--- src/rtl/lex_stream.sv ---
// lex_stream: byte-stream tokenizer for a C subset, one classified token per output handshake.
// Optional build macro LEX_COMMENT_EN adds skipping of // line and /* block */ comments.
module lex_stream #(
  parameter int NUM_W    = 32,
  parameter int NAME_MAX = 8,
  parameter int POS_W    = 16
) (
  input  logic                  clk,
  input  logic                  rst_n,
  input  logic                  in_valid,
  output logic                  in_ready,
  input  logic [7:0]            in_char,
  input  logic                  in_last,
  output logic                  out_valid,
  input  logic                  out_ready,
  output logic [1:0]            out_kind,
  output logic [4:0]            out_code,
  output logic [NUM_W-1:0]      out_num,
  output logic [NAME_MAX*8-1:0] out_name,
  output logic [3:0]            out_len,
  output logic [POS_W-1:0]      out_pos,
  output logic                  err
);
  localparam int NAME_W = NAME_MAX * 8;
  localparam logic [3:0] LEN_MAX = 4'(NAME_MAX);

  typedef enum logic [1:0] {K_RES, K_IDENT, K_NUM, K_EOF} kind_t;
  typedef enum logic [3:0] {S_IDLE, S_NUM, S_IDENT, S_OP2, S_EMIT, S_EOF
`ifdef LEX_COMMENT_EN
    , S_SLASH, S_LCMT, S_BCMT, S_BSTAR
`endif
  } state_t;

  state_t            state, ns;
  logic [POS_W-1:0]  pos, pos_inc, tok_pos, hold_pos, b_pos;
  logic              hold_valid, hold_last, final_tok, trunc;
  logic [7:0]        hold_char, op_char, b;
  logic [NUM_W-1:0]  acc, acc_app, dig;
  logic [NAME_W-1:0] name, name_app, id_name;
  logic [3:0]        len, len_app, id_len;
  logic [4:0]        id_kw;
  logic              fire_in, proc, b_last;
  logic              is_digit, is_alpha, is_ws, is_op2;
  logic              emit_now, eof_now, hold_now, err_now;
  kind_t             e_kind;
  logic [4:0]        e_code;
  logic [NUM_W-1:0]  e_num;
  logic [NAME_W-1:0] e_name;
  logic [3:0]        e_len;
  logic [POS_W-1:0]  e_pos;

  function automatic logic [4:0] single_code(input logic [7:0] c);
    case (c)
      "+": return 5'd1;   "-": return 5'd2;   "*": return 5'd3;   "/": return 5'd4;
      "(": return 5'd5;   ")": return 5'd6;   "<": return 5'd7;   ">": return 5'd8;
      "=": return 5'd9;   ";": return 5'd10;  "{": return 5'd11;  "}": return 5'd12;
      default: return 5'd0;
    endcase
  endfunction

  function automatic logic [4:0] two_code(input logic [7:0] c);
    case (c)
      "=": return 5'd13;  "!": return 5'd14;  "<": return 5'd15;
      default: return 5'd16;
    endcase
  endfunction

  // Names are stored first-char-lowest, so keyword literals are spelled reversed.
  function automatic logic [4:0] kw_code(input logic [NAME_W-1:0] nm, input logic [3:0] ln);
    if (ln == 4'd6 && nm == NAME_W'("nruter")) return 5'd17;
    if (ln == 4'd2 && nm == NAME_W'("fi"))     return 5'd18;
    if (ln == 4'd4 && nm == NAME_W'("esle"))   return 5'd19;
    if (ln == 4'd3 && nm == NAME_W'("rof"))    return 5'd20;
    if (ln == 4'd5 && nm == NAME_W'("elihw"))  return 5'd21;
    return 5'd0;
  endfunction

  assign in_ready = !out_valid && !hold_valid && state != S_EOF;
  assign fire_in  = in_valid && in_ready;
  // A held terminator is replayed before any new input byte.
  assign proc     = (hold_valid && !out_valid) || fire_in;
  assign b        = hold_valid ? hold_char : in_char;
  assign b_last   = hold_valid ? hold_last : in_last;
  assign b_pos    = hold_valid ? hold_pos  : pos;
  assign pos_inc  = pos + POS_W'(1);

  assign is_digit = (b >= "0") && (b <= "9");
  assign is_alpha = (b >= "a" && b <= "z") || (b >= "A" && b <= "Z") || b == "_";
  assign is_ws    = b == " " || b == 8'h09 || b == 8'h0A || b == 8'h0D;
  assign is_op2   = b == "=" || b == "!" || b == "<" || b == ">";

  assign dig      = NUM_W'(b - 8'h30);
  assign acc_app  = acc * NUM_W'(10) + dig;
  assign name_app = (len < LEN_MAX) ? (name | (NAME_W'(b) << {len, 3'b000})) : name;
  assign len_app  = (len < LEN_MAX) ? len + 4'd1 : len;
  assign id_name  = (is_alpha || is_digit) ? name_app : name;
  assign id_len   = (is_alpha || is_digit) ? len_app : len;
  assign id_kw    = kw_code(id_name, id_len);

  always_comb begin
    emit_now = 1'b0; eof_now = 1'b0; hold_now = 1'b0; err_now = 1'b0; ns = state;
    e_kind = K_RES; e_code = '0; e_num = '0; e_name = '0; e_len = '0; e_pos = tok_pos;
    if (proc) begin
      case (state)
        S_IDLE: begin
          e_pos = b_pos;
          if (is_ws) eof_now = b_last;
          else if (is_digit) begin
            if (b_last) begin emit_now = 1'b1; e_kind = K_NUM; e_num = dig; end
            else ns = S_NUM;
          end else if (is_alpha) begin
            if (b_last) begin emit_now = 1'b1; e_kind = K_IDENT; e_name = NAME_W'(b); e_len = 4'd1; end
            else ns = S_IDENT;
          end else if (is_op2) begin
            if (!b_last) ns = S_OP2;
            else if (b == "!") begin err_now = 1'b1; eof_now = 1'b1; end
            else begin emit_now = 1'b1; e_code = single_code(b); end
          end
`ifdef LEX_COMMENT_EN
          else if (b == "/" && !b_last) ns = S_SLASH;
`endif
          else if (single_code(b) != 5'd0) begin emit_now = 1'b1; e_code = single_code(b); end
          else begin err_now = 1'b1; eof_now = b_last; end
        end
        S_NUM: begin
          if (!is_digit) begin emit_now = 1'b1; hold_now = 1'b1; e_kind = K_NUM; e_num = acc; end
          else if (b_last) begin emit_now = 1'b1; e_kind = K_NUM; e_num = acc_app; end
        end
        S_IDENT: begin
          if (is_alpha || is_digit) err_now = (len == LEN_MAX) && !trunc;
          if (!(is_alpha || is_digit) || b_last) begin
            emit_now = 1'b1;
            hold_now = !(is_alpha || is_digit);
            if (id_kw != 5'd0) e_code = id_kw;
            else begin e_kind = K_IDENT; e_name = id_name; e_len = id_len; end
          end
        end
        S_OP2: begin
          if (b == "=") begin emit_now = 1'b1; e_code = two_code(op_char); end
          else if (op_char == "!") begin err_now = 1'b1; hold_now = 1'b1; ns = S_IDLE; end
          else begin emit_now = 1'b1; hold_now = 1'b1; e_code = single_code(op_char); end
        end
`ifdef LEX_COMMENT_EN
        S_SLASH: begin
          if (b == "/") begin ns = S_LCMT; eof_now = b_last; end
          else if (b == "*") begin ns = S_BCMT; err_now = b_last; eof_now = b_last; end
          else begin emit_now = 1'b1; hold_now = 1'b1; e_code = 5'd4; end
        end
        S_LCMT: begin
          if (b == 8'h0A) ns = S_IDLE;
          eof_now = b_last;
        end
        S_BCMT: begin
          if (b == "*") ns = S_BSTAR;
          err_now = b_last; eof_now = b_last;
        end
        S_BSTAR: begin
          if (b == "/") begin ns = S_IDLE; eof_now = b_last; end
          else begin ns = (b == "*") ? S_BSTAR : S_BCMT; err_now = b_last; eof_now = b_last; end
        end
`endif
        default: ;
      endcase
    end
  end

  always_ff @(posedge clk or negedge rst_n) begin
    if (!rst_n) begin
      state <= S_IDLE;  out_valid <= 1'b0; out_kind <= '0; out_code <= '0; out_num <= '0;
      out_name <= '0;   out_len <= '0;     out_pos <= '0;  err <= 1'b0;    pos <= '0;
      hold_valid <= 1'b0; hold_char <= '0; hold_last <= 1'b0; hold_pos <= '0;
      final_tok <= 1'b0;  acc <= '0; name <= '0; len <= '0; trunc <= 1'b0;
      tok_pos <= '0;      op_char <= '0;
    end else begin
      err <= 1'b0;
      if (fire_in) pos <= pos_inc;
      case (state)
        S_EMIT: if (out_ready) begin
          if (final_tok) begin
            state <= S_EOF; out_kind <= K_EOF; out_code <= '0; out_num <= '0;
            out_name <= '0; out_len <= '0; out_pos <= pos;
          end else begin
            state <= S_IDLE; out_valid <= 1'b0;
          end
        end
        S_EOF: if (out_ready) begin
          state <= S_IDLE; out_valid <= 1'b0; pos <= '0;
        end
        default: if (proc) begin
          err        <= err_now;
          hold_valid <= hold_now;
          if (hold_now) begin hold_char <= b; hold_last <= b_last; hold_pos <= b_pos; end
          if (emit_now) begin
            state <= S_EMIT; out_valid <= 1'b1; out_kind <= e_kind; out_code <= e_code;
            out_num <= e_num; out_name <= e_name; out_len <= e_len; out_pos <= e_pos;
            final_tok <= b_last && !hold_now;
          end else if (eof_now) begin
            state <= S_EOF; out_valid <= 1'b1; out_kind <= K_EOF; out_code <= '0; out_num <= '0;
            out_name <= '0; out_len <= '0; out_pos <= fire_in ? pos_inc : pos;
          end else begin
            state <= ns;
          end
          if (state == S_IDLE) begin
            tok_pos <= b_pos; op_char <= b; acc <= dig;
            name <= NAME_W'(b); len <= 4'd1; trunc <= 1'b0;
          end
          if (state == S_NUM) acc <= acc_app;
          if (state == S_IDENT && (is_alpha || is_digit)) begin
            name <= name_app; len <= len_app;
            if (len == LEN_MAX) trunc <= 1'b1;
          end
        end
      endcase
    end
  end
endmodule

--- config.mk ---
export PLATFORM = sky130hd
export DESIGN_NAME = lex_stream
export DESIGN_NICKNAME = d
export VERILOG_FILES = /design/src/rtl/lex_stream.sv
export SDC_FILE = /design/constraint.sdc
export NUM_CORES = 1
export LEC_CHECK = 0
export ABC_AREA = 1
export CAP_MARGIN = 20
export CORE_MARGIN = 2
export CORE_UTILIZATION = 30
export CTS_BUF_LIST = sky130_fd_sc_hd__clkbuf_16
export DETAILED_ROUTE_END_ITERATION = 10
export SKIP_CTS_REPAIR_TIMING = 1
export SYNTH_ARGS = -nofsm -noshare
export SYNTH_HDL_FRONTEND = slang
export SYNTH_SLANG_ARGS = --single-unit
--- constraint.sdc ---
create_clock -name clk -period 4.73 [get_ports clk]
set_input_delay 0.946 -clock clk [delete_from_list [all_inputs] [get_ports clk]]
set_output_delay 0.946 -clock clk [all_outputs]
set_load 0.1 [all_outputs]
; After elaboration in Yosys (flattened, before gate mapping)
; Index checks and enable logic that the tools add are counted.
[totals]
input_bits = 13
reg_bits = 297
[op_classes]
bitwise = 3
n_mul = 1
shifts = 1
n_reduce_logical = 51
mux = 194
n_addsub = 4
eq_ne = 59
n_lt_le_gt_ge = 7
[ops]
columns = operator, count
row1 = $mux W64, 11
row2 = $mux W32, 12
row3 = $pmux W64 S2, 2
row4 = $eq A8 B6 Y1 const B, 23
row5 = $mux W16, 10
row6 = $mux W5, 29
row7 = $pmux W32 S2, 2
row8 = $mux W4, 28
row9 = $pmux W4 S12, 2
row10 = $mux W1, 69
row11 = $eq A64 B15 Y1 const B, 1
row12 = $eq A64 B23 Y1 const B, 1
row13 = $eq A64 B31 Y1 const B, 1
row14 = $eq A64 B39 Y1 const B, 1
row15 = $eq A64 B47 Y1 const B, 1
row16 = $or A64 B64 Y64, 1
row17 = $shl A8 B7 Y64, 1
row18 = $eq A8 B7 Y1 const B, 5
row19 = $mux W8, 5
row20 = $add A32 B32 Y32, 1
row21 = $mul A32 B3 Y31 const B, 1
row22 = $pmux W16 S2, 1
row23 = $pmux W4 S2, 4
row24 = $pmux W5 S3, 2
row25 = other kinds (42), 106

; Longest topological paths before layout
[depth]
depth_word = 32
depth_mapped = 28
ltp_nobuf = 28

; Worst setup path before layout
; OpenSTA, ideal clock, no wires.
[synth_path]
path_kind = reg2reg
start = register acc[1]
end = register out_num[31]
arrival_time_ns = 4.541
synth_period_minus_slack_ns = 4.608
path_slack_ns = 0.122
setup_time_ns = 0.068
required_time_ns = 4.662
path_stages_with_launch = 29
cell_sequence = dfrtp_1 > ha_1 > ha_1 > fa_1 > nand3_1 > nand3_1 > nand2_1 > nand2_1 > a21boi_0 > o21ai_0 > a21boi_0 > o21bai_1 > a21oi_1 > o21ai_0 > nand2_1 > nand2_1 > a21oi_1 > xor2_1 > ha_1 > inv_1 > nor3_1 > nand2_1 > nor4_1 > a21oi_1 > a21oi_1 > o21ai_0 > o21ai_0 > nand2_1 > nand2_1
[synth_via]
elab_chain_len = 8
[synth_rtl]
columns = item, line
row1 = from (decl), 38  ; logic [NUM_W-1:0] acc, acc_app, dig;
row2 = from (signal assigned), 207  ; if (state == S_NUM) acc <= acc_app;
row3 = $mul A32 B3 Y31, 93  ; assign acc_app = acc * NUM_W'(10) + dig;
row4 = $add A32 B32 Y32, 93
row5 = $mux W32, 127  ; else if (b_last) begin emit_now = 1'b1; e_kind = K_NUM; e_num = acc_app; end
row6 = $mux W32, 126  ; if (!is_digit) begin emit_now = 1'b1; hold_now = 1'b1; e_kind = K_NUM; e_num = acc; end
row7 = $pmux W32 S2, 104  ; case (state)
row8 = $mux W32, 193  ; if (emit_now) begin
row9 = $mux W32, 189  ; default: if (proc) begin
row10 = $pmux W32 S2, 177  ; case (state)
row11 = to (signal assigned), 195  ; out_num <= e_num; out_name <= e_name; out_len <= e_len; out_pos <= e_pos;
row12 = to (decl), 18  ; output logic [NUM_W-1:0] out_num,
; No other way between the ends. The select of a mux whose other input is x is not followed.
; A chain may end at the register's enable or synchronous reset.

; Worst setup path after layout
[layout_path]
start = register acc[2]
end = register out_num[31]
; The elaborated chain is that of the path after synthesis.

==> summary.txt <==
Run status
  – Run status: complete, no violations

Setup path
  – Critical path type: register to register
  – Critical-path top delay cell: dfrtp_1
  – R2R cell count: 29
  – Worst setup EP type: register
  – CP Launch Type: register
  – CP arrival: 5000 ps
  – CP most frequent cell: nand2_1
  – CP max FO: 3
  – Max stage delay on crit path: 400 ps
  – CP required: 5230 ps

Floorplan
  – Die area: roughly 0.066 mm^2
  – Die X: 257 um
  – Io pins: 139
  – FP Rows: 92
  – Die height: 257 um
  – Initial Util: 30.4%
  – Core ar.: 0.0631 mm^2

GRT
  – GRT Total Usage: 19.6%
  – Initial antenna violation count: 7
  – Largest net degree at the start of global routing: 104
  – First-pass GRT wire length: 103000 um
  – Vias in the first global route: 18000
  – Overflow after GRT: 0

Logic synthesis
  – Asr flop ratio synth: 100%
  – Post-synth EDFFs: 0
  – Synth Cell Area: 0.0192 mm^2
  – Synth cell types: 48
  – Post-Synthesis Cells: around 2700
  – Sequential cell area fraction in the yosys report: 38.7%
  – Synth Net Count: 2820
  – Post-Syn Area per Cell: 7.06 um^2
  – Ys Warns: 0
  – Seq cells post-synth: 296
  – Dominant synthesized flop cell: dfrtp_1

Worst hold path
  – Min-Delay Path Class: input pin to async pin

Detailed routing
  – Drt wl/cell: 17.1 um
  – DRT antenna net count: 0
  – Vias per inst: 4.92
  – Iteration-0 DRC Markers: about 1700
  – # DRC: 0
  – Drt pass-1 iters: 6
  – Via Count: 19000
  – Final WL: 65900 um

Placed design
  – Hpwl dp: 48400 um
  – Final Wtd Congestion: 0.948
  – Cell area after placement: 0.0228 mm^2
  – IO Port Bufs: 138
  – Pre-CTS setup slack: -234 ps
  – Number of instances in the placed design: between 3000 and 4000

CTS
  – CTS tree: yes
  – CTS clk-pin slew, worst paths: 60 ps
  – Clock buffer depth: 3
  – H-Tree Level Count: 2
  – CTS root buffer: clkbuf_16
  – Skew-Pair Late Insertion Delay: 570 ps
  – Clock sinks: 296
  – Num CTS Buffers: 38

Timing
  – Worst-Margin Slew: 1100 ps
  – Setup slack after layout: between 200 and 250 ps
  – Final Hold Viols: 0
  – Slew HR: 26.8%
  – Post-route minimum period: 4500 ps
  – Tcrit/Tclk final: 95.1%
  – RSZ-0062 raised after global routing: true
  – Finish-stage setup viols: 0
  – Fmax: 222 MHz
  – Fin. max-slew vios: 0
  – Skew final: about 21 ps
  – Worst hold margin: roughly 430 ps

Cells and area
  – Final nets: 3100
  – Share of cells above drive strength 1: 11.1%
  – Non-filler cells, final: 3865
  – Fin area: between 0.02 and 0.025 mm^2
  – Area Overhead vs Synth: 25.9%
  – Fill count: 6683

Run
  – Max Cap Violations: 0
==> routing by layer <==
layer	vias up	wire length (um)	track usage, %
met5	-	80	0
met4	12	1790	5.81
met3	113	4410	3.79
met2	575	28400	29.9
met1	8860	31200	28.0
li1	9442	-	-
==> synthesized netlist by cell type (all sizes together) (2+ instances only) <==
| cell | n | area share [%] |
|---|---|---|
| a21boi | 5 | 0.20 |
| a21o | 3 | 0.12 |
| a21oi | 133 | 3.5 |
| a221oi | 4 | 0.18 |
| a22oi | 16 | 0.63 |
| a31oi | 17 | 0.56 |
| buf | 50 | 1.6 |
| clkbuf | 56 | 1.1 |
| clkinv | 2 | 0.039 |
| dfrtp | 296 | 39 |
| fa | 2 | 0.21 |
| ha | 93 | 6.1 |
| inv | 280 | 5.5 |
| mux2i | 16 | 0.84 |
| nand2 | 848 | 17 |
| nand3 | 119 | 3.2 |
| nand3b | 2 | 0.078 |
| nand4 | 57 | 1.9 |
| nor2 | 266 | 5.4 |
| nor3 | 39 | 1.0 |
| nor4 | 9 | 0.29 |
| o211ai | 13 | 0.51 |
| o21a | 5 | 0.20 |
| o21ai | 301 | 8.0 |
| o21bai | 4 | 0.16 |
| o22ai | 6 | 0.20 |
| or2 | 3 | 0.098 |
| xnor2 | 12 | 0.55 |
| xor2 | 48 | 2.2 |
==> placed cells by master (no fill, tap or decap), types with 3 or more instances in the layout <==
master and n:
inv_2 13, buf_4 193, nor4_1 8, a21oi_2 7, a21oi_1 124, or2_2 3
nand2_1 833, inv_1 275, a31oi_1 17, xor2_1 47, o21ai_0 234, a221oi_1 4
nand4_1 56, clkdlybuf4s50_1 137, nor2_4 4, nand3_1 116, a21o_1 3, clkinv_2 7
o22ai_1 6, dfrtp_1 296, ha_4 3, nor2_1 257, o21bai_1 3, clkbuf_16 39
o21ai_1 57, o211ai_1 13, nor3_1 37, o21a_1 5, mux2i_1 16, xnor2_1 12
nor2_2 5, buf_12 13, nand2_2 15, clkinv_1 11, ha_1 89, a22oi_1 16
o21ai_2 9
==> registers in the layout, indices dropped and copies added (netlist names) <==
name	cells
out_valid	1
out_name	64
pos	16
state	3
op_char	8
hold_valid	1
tok_pos	16
hold_char	8
name	64
acc	32
hold_last	1
out_code	5
out_pos	16
out_kind	2
err	1
out_len	4
final_tok	1
out_num	32
trunc	1
hold_pos	16
len	4
==> metrics by stage <==
stage                     utilization [%]  setup TNS [ps]
after CTS                            37.8           -1290
after global placement               36.1           -1300
after floorplan                         -               0
after global routing                 38.2            -245
after detailed placement             36.1           -2180
final                                38.2               0
==> worst max-delay path: cells and delay by family, from the launching register on <==
kind	cells	cell delay [ps]
AOI/OAI and AO/OA	13	1580
adders and majority gates	3	840
and+or+nand+nor	7	830
buffers and inverters	5	600
DFF	1	400
xor gates and xnor gates	1	170
==> layout make-up <==
type,instances,area [um^2],share of cell area (%)
timing repair buffer,346,3120,12.9
inverter,282,1060,4.39
antenna,1,2.50,0.0104
multi-input combinational,2028,10400,43.0
clock inverter,27,140,0.581
tap,846,1060,4.39
sequential,296,7410,30.7
clock buffer,39,976,4.04
==> worst paths after layout <==
kind | startpoint | endpoint | slack (ps)
worst max-delay path | acc[2]$_DFFE_PN0P_ | out_num[31]$_DFFE_PN0P_ | 230
max in group asynchronous | rst_n | pos[0]$_DFF_PN0_ | 3250
worst min register to register | out_num[12]$_DFFE_PN0P_ | out_num[12]$_DFFE_PN0P_ | 470
worst max register to register | acc[2]$_DFFE_PN0P_ | out_num[31]$_DFFE_PN0P_ | 230
min in group clk | out_num[12]$_DFFE_PN0P_ | out_num[12]$_DFFE_PN0P_ | 470
worst min-delay path | rst_n | out_name[49]$_DFFE_PN0P_ | 430
==> logic make-up after synthesis <==
kind of cell	share of synthesized area, %
compound gates	14.5
xor+xnor	2.74
simple gates	28.7
buf+inv	8.22
fa+ha+maj	6.28
flops	38.7
mux	0.836
Power is not shown: default switching activity piles up to over one toggle a cycle in this logic, so the estimate is an artifact.
